--- src/rtl/hams_pkg.sv ---
`default_nettype none
// ============================================================================
// Module      : hams_pkg
// Description : Shared types and constants for the HAMS sorter bank arbiter.
// Revision    : 1.0 - initial release
// ============================================================================
package hams_pkg;

  localparam int NUM_ELEMENTS     = 4;
  localparam int HAMS_BRAM_RD_LAT = 2;

  typedef enum logic [1:0] {
    ARB_IDLE     = 2'd0,
    ARB_OWN_CTRL = 2'd1,
    ARB_OWN_HOST = 2'd2
  } arb_state_e;

  typedef enum logic {
    ARB_CTRL = 1'b0,
    ARB_HOST = 1'b1
  } arb_owner_e;

  // Bank-select width that stays legal for a single-bank build.
  function automatic int bank_w(input int n);
    return (n > 1) ? $clog2(n) : 1;
  endfunction

endpackage
`default_nettype wire

--- src/rtl/hams_rd_tag_pipe.sv ---
`default_nettype none
// ============================================================================
// Module      : hams_rd_tag_pipe
// Description : Read-return tag delay line {valid, owner, bank}, async clear.
// Revision    : 1.0 - initial release
// ============================================================================
module hams_rd_tag_pipe
  import hams_pkg::*;
#(
  parameter int DEPTH  = 2,
  parameter int BANK_W = 2
) (
  input  logic              clk,
  input  logic              rst_n,
  input  logic              in_valid,
  input  logic              in_owner,
  input  logic [BANK_W-1:0] in_bank,
  output logic              out_valid,
  output logic              out_owner,
  output logic [BANK_W-1:0] out_bank
);

  logic              r_valid [DEPTH];
  logic              r_owner [DEPTH];
  logic [BANK_W-1:0] r_bank  [DEPTH];

  always_ff @(posedge clk or negedge rst_n) begin
    if (!rst_n) begin
      for (int i = 0; i < DEPTH; i++) begin
        r_valid[i] <= 1'b0;
        r_owner[i] <= 1'(ARB_CTRL);
        r_bank[i]  <= '0;
      end
    end else begin
      r_valid[0] <= in_valid;
      r_owner[0] <= in_owner;
      r_bank[0]  <= in_bank;
      for (int i = 1; i < DEPTH; i++) begin
        r_valid[i] <= r_valid[i-1];
        r_owner[i] <= r_owner[i-1];
        r_bank[i]  <= r_bank[i-1];
      end
    end
  end

  assign out_valid = r_valid[DEPTH-1];
  assign out_owner = r_owner[DEPTH-1];
  assign out_bank  = r_bank[DEPTH-1];

endmodule
`default_nettype wire

--- src/rtl/hams_bank_arb.sv ---
`default_nettype none
// ============================================================================
// Module      : hams_bank_arb
// Description : Burst arbiter sharing the BRAM banks between the sort
//               controller and the host port. Optional statistics counters
//               are built when HAMS_BANK_ARB_STATS_EN is defined.
// Revision    : 1.0 - initial release
// ============================================================================
module hams_bank_arb
  import hams_pkg::*;
#(
  parameter int NUM_MEM    = NUM_ELEMENTS,
  parameter int ADDR_WIDTH = 10,
  parameter int DATA_WIDTH = 32,
  parameter int RD_LAT     = HAMS_BRAM_RD_LAT
) (
  input  logic                             clk,
  input  logic                             rst_n,
  input  logic                             ctrl_req,
  output logic                             ctrl_gnt,
  input  logic                             ctrl_rd,
  input  logic [NUM_MEM-1:0]               ctrl_wr,
  input  logic [NUM_MEM*ADDR_WIDTH-1:0]    ctrl_addr,
  input  logic [NUM_MEM*DATA_WIDTH-1:0]    ctrl_wdata,
  output logic [NUM_MEM*DATA_WIDTH-1:0]    ctrl_rdata,
  output logic                             ctrl_rvalid,
  input  logic                             host_req,
  output logic                             host_gnt,
  input  logic                             host_rd,
  input  logic                             host_wr,
  input  logic [bank_w(NUM_MEM)-1:0]       host_bank,
  input  logic [ADDR_WIDTH-1:0]            host_addr,
  input  logic [DATA_WIDTH-1:0]            host_wdata,
  output logic [DATA_WIDTH-1:0]            host_rdata,
  output logic                             host_rvalid,
  output logic [NUM_MEM-1:0]               mem_wr,
  output logic [NUM_MEM*ADDR_WIDTH-1:0]    mem_addr,
  output logic [NUM_MEM*DATA_WIDTH-1:0]    mem_wdata,
  input  logic [NUM_MEM*DATA_WIDTH-1:0]    mem_rdata,
  output logic [31:0]                      stat_ctrl_cycles,
  output logic [31:0]                      stat_host_cycles,
  output logic [31:0]                      stat_wait_cycles
);

  localparam int BANK_W = bank_w(NUM_MEM);

  localparam logic [1:0] S_IDLE     = ARB_IDLE;
  localparam logic [1:0] S_OWN_CTRL = ARB_OWN_CTRL;
  localparam logic [1:0] S_OWN_HOST = ARB_OWN_HOST;

  logic [1:0]  r_state;
  logic [1:0]  w_state_nxt;
  arb_owner_e  r_last_owner;

  logic        w_ctrl_q;
  logic        w_host_q;
  logic        w_ctrl_rd_issue;
  logic        w_host_rd_issue;
  logic        w_tag_valid;
  logic        w_tag_owner;
  logic [BANK_W-1:0] w_tag_bank;

  always_comb begin
    w_state_nxt = r_state;
    case (r_state)
      S_OWN_CTRL: begin
        if (!ctrl_req) w_state_nxt = host_req ? S_OWN_HOST : S_IDLE;
      end
      S_OWN_HOST: begin
        if (!host_req) w_state_nxt = ctrl_req ? S_OWN_CTRL : S_IDLE;
      end
      default: begin
        // Tie goes to whoever did not own the banks most recently.
        if (ctrl_req && host_req)
          w_state_nxt = (r_last_owner == ARB_HOST) ? S_OWN_CTRL : S_OWN_HOST;
        else if (ctrl_req)
          w_state_nxt = S_OWN_CTRL;
        else if (host_req)
          w_state_nxt = S_OWN_HOST;
        else
          w_state_nxt = S_IDLE;
      end
    endcase
  end

  always_ff @(posedge clk or negedge rst_n) begin
    if (!rst_n) begin
      r_state      <= S_IDLE;
      r_last_owner <= ARB_HOST;
    end else begin
      r_state <= w_state_nxt;
      if (w_state_nxt == S_OWN_CTRL && r_state != S_OWN_CTRL)
        r_last_owner <= ARB_CTRL;
      else if (w_state_nxt == S_OWN_HOST && r_state != S_OWN_HOST)
        r_last_owner <= ARB_HOST;
    end
  end

  assign ctrl_gnt = (r_state == S_OWN_CTRL);
  assign host_gnt = (r_state == S_OWN_HOST);
  assign w_ctrl_q = ctrl_req & ctrl_gnt;
  assign w_host_q = host_req & host_gnt;

  always_comb begin
    mem_wr    = '0;
    mem_addr  = '0;
    mem_wdata = '0;
    case (r_state)
      S_OWN_CTRL: begin
        mem_wr    = w_ctrl_q ? ctrl_wr : '0;
        mem_addr  = ctrl_addr;
        mem_wdata = ctrl_wdata;
      end
      S_OWN_HOST: begin
        mem_addr  = {NUM_MEM{host_addr}};
        mem_wdata = {NUM_MEM{host_wdata}};
        if (w_host_q && host_wr) mem_wr[host_bank] = 1'b1;
      end
      default: ;
    endcase
  end

  // A write in the same cycle as a read suppresses the read tag.
  assign w_ctrl_rd_issue = w_ctrl_q & ctrl_rd & ~(|ctrl_wr);
  assign w_host_rd_issue = w_host_q & host_rd & ~host_wr;

  hams_rd_tag_pipe #(
    .DEPTH  (RD_LAT),
    .BANK_W (BANK_W)
  ) u_tag_pipe (
    .clk       (clk),
    .rst_n     (rst_n),
    .in_valid  (w_ctrl_rd_issue | w_host_rd_issue),
    .in_owner  (w_host_rd_issue ? 1'(ARB_HOST) : 1'(ARB_CTRL)),
    .in_bank   (host_bank),
    .out_valid (w_tag_valid),
    .out_owner (w_tag_owner),
    .out_bank  (w_tag_bank)
  );

  assign ctrl_rvalid = w_tag_valid & (w_tag_owner == 1'(ARB_CTRL));
  assign host_rvalid = w_tag_valid & (w_tag_owner == 1'(ARB_HOST));
  assign ctrl_rdata  = mem_rdata;
  assign host_rdata  = mem_rdata[int'(w_tag_bank)*DATA_WIDTH +: DATA_WIDTH];

`ifdef HAMS_BANK_ARB_STATS_EN
  logic [31:0] r_stat_ctrl;
  logic [31:0] r_stat_host;
  logic [31:0] r_stat_wait;
  logic        w_ctrl_acc;
  logic        w_host_acc;
  logic        w_wait;

  assign w_ctrl_acc = w_ctrl_q & (ctrl_rd | (|ctrl_wr));
  assign w_host_acc = w_host_q & (host_rd | host_wr);
  assign w_wait     = (ctrl_req & ~ctrl_gnt) | (host_req & ~host_gnt);

  always_ff @(posedge clk or negedge rst_n) begin
    if (!rst_n) begin
      r_stat_ctrl <= '0;
      r_stat_host <= '0;
      r_stat_wait <= '0;
    end else begin
      if (w_ctrl_acc && r_stat_ctrl != 32'hFFFF_FFFF) r_stat_ctrl <= r_stat_ctrl + 32'd1;
      if (w_host_acc && r_stat_host != 32'hFFFF_FFFF) r_stat_host <= r_stat_host + 32'd1;
      if (w_wait     && r_stat_wait != 32'hFFFF_FFFF) r_stat_wait <= r_stat_wait + 32'd1;
    end
  end

  assign stat_ctrl_cycles = r_stat_ctrl;
  assign stat_host_cycles = r_stat_host;
  assign stat_wait_cycles = r_stat_wait;
`else
  assign stat_ctrl_cycles = '0;
  assign stat_host_cycles = '0;
  assign stat_wait_cycles = '0;
`endif

endmodule
`default_nettype wire

--- config.mk ---
export PLATFORM = sky130hd
export DESIGN_NAME = hams_bank_arb
export DESIGN_NICKNAME = d
export VERILOG_FILES = /design/src/rtl/hams_pkg.sv /design/src/rtl/hams_rd_tag_pipe.sv /design/src/rtl/hams_bank_arb.sv
export SDC_FILE = /design/constraint.sdc
export NUM_CORES = 1
export LEC_CHECK = 0
export ABC_AREA = 1
export CORE_AREA = 2 2 304 306
export CTS_CLUSTER_DIAMETER = 80
export DETAILED_ROUTE_END_ITERATION = 7
export DIE_AREA = 0 0 306 308
export PLACE_DENSITY = 0.34
export SLEW_MARGIN = 30
export SYNTH_ARGS = -nofsm -noshare
export SYNTH_HDL_FRONTEND = slang
export SYNTH_SLANG_ARGS = --single-unit
export TNS_END_PERCENT = 5
--- constraint.sdc ---
create_clock -name clk -period 1.7 [get_ports clk]
set_input_delay 0.34 -clock clk [delete_from_list [all_inputs] [get_ports clk]]
set_output_delay 0.34 -clock clk [all_outputs]
set_load 0.02 [all_outputs]
==> results.py, run 1 <==
metrics = {
    "worst_hold_path": {
        "hold_path_depth": 0,
        "worstHoldPathType": "reg -> reg",
        "holdPathEnd": "u_tag_pipe.out_bank[0]",
        "hp-start": "u_tag_pipe.r_bank[2]",
    },
    "synthesis": {
        "async_flop_share_pct": 100.0,
        "synthDistinctLibCells": 24,
        "synth_ff_type": "dfrtp_1",
        "synth_edf_count": 0,
        "ys_seq_area_share_pct": 5.511,
        "ys_ff_latch": 11,
        "yosys.area.top_type": "buf_4",
        "synth_area_per_cell_sq_um": 5.606,
        "synthTopCellsByArea": "buf_4, nand2_1, a21oi_1",
        "synth_area_sq_um": 5017,
        "ys_warn_count": 0,
        "netlist.area_leader.share_pct": 33.97,
        "synth_cells": 895,
    },
    "power": {
        "p_comb_share_pct": 96.1,
        "power_w": 0.02011,
        "powerDensity_nw_per_um2": 1256,
        "p_seq_share_pct": 1.8,
        "switchingPower_w": 0.01046,
        "swShare_pct": 52.02,
        "vdd_drop_max_uv": 992.8,
        "power.leakage_nw": 6.851,
        "internal_power_w": 0.009648,
        "clockPowerShare_pct": 2.1,
    },
    "timing": {
        "grt_setup_unrepaired": "yes",
        "slew_viol_final": 0,
        "final.setup_skew_ns": 0.006368,
        "period_needed_ns": 2.273,
        "worst_hold_slack_ns": 0.3434,
        "fmax_ghz": 0.4400,
        "slew_headroom_pct": 60.31,
        "period_share_pct": 133.7,
        "final.setup.worst_slack_ns": -0.5726,
        "worst_pin_slew_ns": 0.5934,
        "hold_viol": 0,
        "final-setup-viol-count": 206,
    },
    "finish": {
        "final_area_sq_um": 16010,
        "nets": 2015,
        "multi_input_area_sq_um": 4031,
        "synthToLayoutAreaGrowth_pct": 219.1,
        "drive_gt1_share_pct": 46.02,
        "seqCellArea_sq_um": 277.8,
        "layout_common_cells": "clkdlybuf4s50_1, buf_4, nand2_1",
        "fill_cells": 10370,
        "stdcell_count": 2850,
    },
    "die": {
        "rows": 111,
        "dieArea_sq_um": 94250,
        "ioPinCount": 783,
        "core_area_sq_um": 90970,
        "start_util_pct": 5.515,
        "die_w_microns": 306,
        "die_h_microns": 308,
    },
    "clock_tree": {
        "cts_tree": "yes",
        "max-clock-path-buffers": 2,
        "cts_sinks": 11,
        "cts_max_level": 1,
        "path_clk_slew_ns": 0.05,
        "cts-root-buf": "clkbuf_16",
        "cts_buffers": 3,
        "insertion_delay_ns": 0.24,
    },
    "placed_design": {
        "place_inst": 2815,
        "placed_area_sq_um": 14350,
        "dp_hpwl_microns": 50710,
        "gp_congestion": 0.8422,
        "io_buffers": 686,
        "dp_slack_ns": -0.7871,
    },
    "route": {
        "totalWireLength_microns": 57580,
        "first_iter_violations": 376,
        "wire_per_inst_microns": 20.20,
        "drc_errors": 0,
        "routed-via-count": 8864,
        "viasPerCell": 3.110,
        "drt.antenna.violating_nets": 0,
        "first_pass_iters": 5,
    },
    "grt": {
        "grtUsageMet3_pct": 2.700,
        "met2_usage_pct": 20.21,
        "grt_first_pass_wirelength_microns": 72930,
        "grt_pass1_vias": 9070,
        "antenna_found_initial": 10,
        "grt_start_max_net_pins": 37,
        "globalRouteOverflowTotal": 0,
        "grtUsageTotal_pct": 10.91,
        "grt_util_met1_pct": 12.70,
        "top_usage_layer": "met2",
    },
    "setup_path": {
        "slowest_delay_ns": 0.41,
        "path_max_fanout": 8,
        "crit_path_cell_trace": "inv_2 > ha_4 > buf_12 > buf_12 > clkbuf_16 > nand2_1 > a21oi_2 > buf_6",
        "worst_ep_arrival_time_ns": 1.93,
        "cp_common_cell": "buf_12",
        "r2r_cells": 9,
        "path_depth": 8,
        "critPathBufInv": 5,
        "critPathRequiredTime_ns": 1.36,
        "critPathKind": "reg -> out",
        "r2r_slack_ns": 0.12,
        "setup.worst_path.start_class": "flip-flop",
        "critical-path-slowest-cell": "dfrtp_1",
        "end_kind": "output pin",
        "r2r_end": "r_last_owner",
        "r2r_start": "r_state[0]",
        "cpLargestDelayFamily": "buffers and inverters",
    },
    "run_status": {
        "violations": "negative setup slack",
        "outcome": "finished, violations left",
    },
    "job": {
        "cap_violations": 0,
    },
}
## Yosys cell counts, types with 3 or more instances
master	number
clkbuf_1	14
buf_1	3
o22ai_1	32
buf_6	13
a32oi_1	4
buf_2	28
inv_1	15
dfrtp_1	10
nor2_1	72
buf_4	227
nand2_1	229
a21oi_1	169
o21ai_0	60
o21ai_1	7
ha_1	3
## cells by family (layout without fill, tap and decap cells)
logic type,after synthesis,count (layout),share of synthesized area (%)
flops,11,11,5.511
compound gates,273,273,28.40
other cells,1,100,0.07474
buf+inv,303,973,42.37
fa+ha+maj,3,3,0.7482
simple gates,304,304,22.89
## metrics by stage
stage               TNS [ns]  util, %
floorplan             -19.06        -
global placement     -115.46    15.78
detailed placement   -116.38    15.78
CTS                  -107.07    16.42
global route          -92.51    17.59
finish                -75.89    17.60
## registers in the layout, indices dropped and copies added (netlist names)
signal	count
u_tag_pipe.r_owner	1
u_tag_pipe.out_valid	1
u_tag_pipe.out_owner	1
u_tag_pipe.r_valid	1
r_state	2
r_last_owner	1
u_tag_pipe.out_bank	2
u_tag_pipe.r_bank	2
## cell type report
class	instances	share of cell area, %
Antenna cell	4	0.06253
Timing Repair Buffer	952	62.80
Inverter	17	0.4533
Clock buffer	4	0.4924
Tap cell	1186	9.270
Multi-Input combinational cell	676	25.18
Sequential cell	11	1.735
## worst reg2reg max path: stages, from the launching register on
cell and delay, ns:
dfrtp_1 0.40, buf_6 0.13, ha_4 0.19, buf_4 0.16, buf_16 0.14, buf_12 0.14, a21oi_1 0.19, nor2_2 0.06
nand2_1 0.06, nand2_1 0.04
## power groups by stage
stage / clock network [W] / logic, W / registers (W)
after global placement: 0 / 0.0159 / 0.000350
after global routing: 0.000465 / 0.0203 / 0.000358
final: 0.000432 / 0.0193 / 0.000352
after floorplan: 0 / 0.00632 / 0.000341
after detailed placement: 0 / 0.0159 / 0.000352
after CTS: 0.000442 / 0.0173 / 0.000350
## per-layer routing
layer  share of wire, %  up-vias
met5              0.012        -
met4                1.9        2
met3                7.0       40
met2                 51      503
met1                 40     4147
li1                   -     4172
## how the worst max path moves through the flow
stage	start	end	slack (ns)
2_1_floorplan	r_state[0]	mem_addr[11]	-0.11
3_3_place_gp	host_req	mem_wr[2]	-0.79
3_5_place_dp	r_state[1]	mem_wdata[95]	-0.79
4_1_cts	r_state[1]	mem_wdata[56]	-0.66
5_1_grt	r_state[1]	mem_wdata[92]	-0.63
6_report	r_state[1]	mem_wdata[91]	-0.57
## repair_timing
item                                    CTS  global route
gates resized for setup                 660           397
pin swaps                                64            92
hold buffers                              0             0
cloned                                    3             8
endpoints found under the setup margin  318           321
buffers inserted                          8            17
(Power assumes the default switching activity.)
==> inputs of run 2 (changes only) <==
--- a/config.mk
+++ b/config.mk
@@ -7,7 +7,6 @@
 export LEC_CHECK = 0
 export ABC_AREA = 1
 export CORE_AREA = 2 2 304 306
-export CTS_CLUSTER_DIAMETER = 80
 export DETAILED_ROUTE_END_ITERATION = 7
 export DIE_AREA = 0 0 306 308
 export PLACE_DENSITY = 0.34
==> results of run 2 <==
The final DEF is identical to that of run 1; final timing and power are the same.
==> inputs of run 3 (changes only) <==
--- a/config.mk
+++ b/config.mk
@@ -6,10 +6,12 @@
 export NUM_CORES = 1
 export LEC_CHECK = 0
 export ABC_AREA = 1
-export CORE_AREA = 2 2 304 306
+export CELL_PAD_IN_SITES_DETAIL_PLACEMENT = 1
+export CELL_PAD_IN_SITES_GLOBAL_PLACEMENT = 2
+export CORE_AREA = 2 2 305 307
 export DETAILED_ROUTE_END_ITERATION = 7
-export DIE_AREA = 0 0 306 308
-export PLACE_DENSITY = 0.34
+export DIE_AREA = 0 0 307 309
+export PLACE_DENSITY = 0.63
 export SLEW_MARGIN = 30
 export SYNTH_ARGS = -nofsm -noshare
 export SYNTH_HDL_FRONTEND = slang
==> results.py, run 3 (synthesis gave the netlist of run 1 again) <==
metrics = {
    "run_status": {
        "outcome": "finished, violations left",
        "violations": "negative setup slack",
    },
    "setup_path": {
        "r2r_cells": 14,
        "critical-path-slowest-cell": "dfrtp_1",
        "worst_ep_arrival_time_ns": 1.92,
        "path_max_fanout": 7,
        "end_kind": "output pin",
        "r2r_slack_ns": 0.01,
        "r2r_end": "r_last_owner",
        "critPathRequiredTime_ns": 1.36,
        "critPathKind": "reg -> out",
        "critPathBufInv": 5,
        "slowest_delay_ns": 0.38,
        "cp_common_cell": "buf_4",
        "cpLargestDelayFamily": "buffers and inverters",
        "r2r_start": "r_state[1]",
        "setup.worst_path.start_class": "flip-flop",
        "crit_path_cell_trace": "buf_6 > ha_4 > buf_12 > buf_16 > buf_4 > nand2_2 > a21oi_1 > buf_4",
    },
    "timing": {
        "worst_hold_slack_ns": 0.3440,
        "period_share_pct": 132.7,
        "fin_tns_setup_ns": -80.95,
        "slew_viol_final": 0,
        "grt_setup_unrepaired": "yes",
        "final-setup-viol-count": 206,
        "slew_headroom_pct": 58.62,
        "fmax_ghz": 0.4433,
        "period_needed_ns": 2.256,
        "hold_viol": 0,
        "final.setup_skew_ns": 0.01808,
        "worst_pin_slew_ns": 0.6187,
        "final.setup.worst_slack_ns": -0.5557,
    },
    "route": {
        "routed-via-count": 8663,
        "first_pass_iters": 4,
        "viasPerCell": 3.074,
        "drt.antenna.violating_nets": 0,
        "drc_errors": 0,
        "wire_per_inst_microns": 22.18,
        "first_iter_violations": 271,
        "totalWireLength_microns": 62490,
    },
    "placed_design": {
        "gp_congestion": 0.8197,
        "dp_hpwl_microns": 54820,
        "dp_slack_ns": -0.7100,
        "placed_area_sq_um": 14170,
        "io_buffers": 686,
    },
    "clock_tree": {
        "insertion_delay_ns": 0.26,
        "cts_buffers": 3,
        "cts_hold_buf": 0,
        "path_clk_slew_ns": 0.06,
        "max-clock-path-buffers": 2,
        "cts_tree": "yes",
        "cts-root-buf": "clkbuf_16",
        "cts_sinks": 11,
        "cts_max_level": 1,
    },
    "worst_hold_path": {
        "hold_path_depth": 0,
        "holdPathEnd": "u_tag_pipe.out_bank[1]",
        "worstHoldPathType": "reg -> reg",
        "hp-start": "u_tag_pipe.r_bank[3]",
    },
    "finish": {
        "final_area_sq_um": 16280,
        "nets": 1986,
        "synthToLayoutAreaGrowth_pct": 224.4,
        "drive_gt1_share_pct": 43.23,
        "layout_common_cells": "clkdlybuf4s50_1, buf_4, nand2_1",
        "final_common_cell": "clkdlybuf4s50_1",
    },
    "power": {
        "vdd_drop_max_uv": 794.9,
        "power.leakage_nw": 6.927,
        "powerDensity_nw_per_um2": 1324,
    },
    "die": {
        "rows": 111,
        "dieArea_sq_um": 94860,
        "die_w_microns": 307,
        "core_area_sq_um": 91390,
        "die_h_microns": 309,
        "ioPinCount": 783,
        "start_util_pct": 5.490,
    },
    "grt": {
        "grt_pass1_vias": 8992,
        "globalRouteOverflowTotal": 0,
        "grt_start_max_net_pins": 39,
        "grt_first_pass_wirelength_microns": 79140,
        "grtUsageTotal_pct": 12.03,
        "antenna_found_initial": 19,
    },
    "job": {
        "cap_violations": 0,
    },
}
run 3: cell types whose count changed in the layout (fill, tap and decap cells not counted), sizes merged:
cell,previous run,this run
clkbuf,12,10
clkinvlp,1,0
buf,535,499
diode,4,1
dlymetal6s2s,58,67
inv,16,17
run 3: through the flow:
stage | instances | utilization [%] | total power (W)
floorplan | 990 | - | 0.006660
global placement | 2784 | 15.51 | 0.01660
detailed placement | 2784 | 15.51 | 0.01657
CTS | 2800 | 16.62 | 0.01970
global route | 2817 | 17.81 | 0.02265
finish | 2818 | 17.81 | 0.02155
run 3: worst max-delay path by stage:
stage	end	start	cells after the start	slack (ns)
finish	mem_addr[3]	r_state[1]	8	-0.56
global route	mem_wr[1]	r_state[1]	9	-0.64
CTS	mem_wdata[67]	r_state[1]	8	-0.67
detailed placement	mem_wdata[127]	r_state[0]	7	-0.71
global placement	mem_wdata[127]	r_state[0]	7	-0.69
floorplan	mem_addr[11]	r_state[0]	6	-0.11
run 3: per-layer routing:
metal	global-route usage, %	vias to the layer above	routed length, microns
li1	-	4112	-
met1	14.07	4044	24930
met2	22.83	447	32580
met3	3.062	44	4262
met4	0.6693	16	619
met5	0	-	106
run 3: area by class of cell:
type	count	area [sq um]
Inverter	17	71.32
Multi-Input combinational cell	676	4278
Clock buffer	4	78.83
Tap cell	1186	1484
Antenna cell	1	2.502
Fill cell	10810	75110
Timing Repair Buffer	923	10090
Sequential cell	11	277.8
run 3: repair_timing:
item,4_1_cts,5_1_grt
gates resized for setup,762,295
pin swaps,28,38
setup buffers,7,17
gates cloned,5,6
endpoints found under the setup margin,322,306
run 3: where the power goes:
part	switching [W]	leakage [nW]	internal (W)
Combinational	0.0111	6.75	0.00964
Sequential	0.0000305	0.137	0.000317
Clock	0.000152	0.0382	0.000317
Total	0.0113	6.93	0.0103
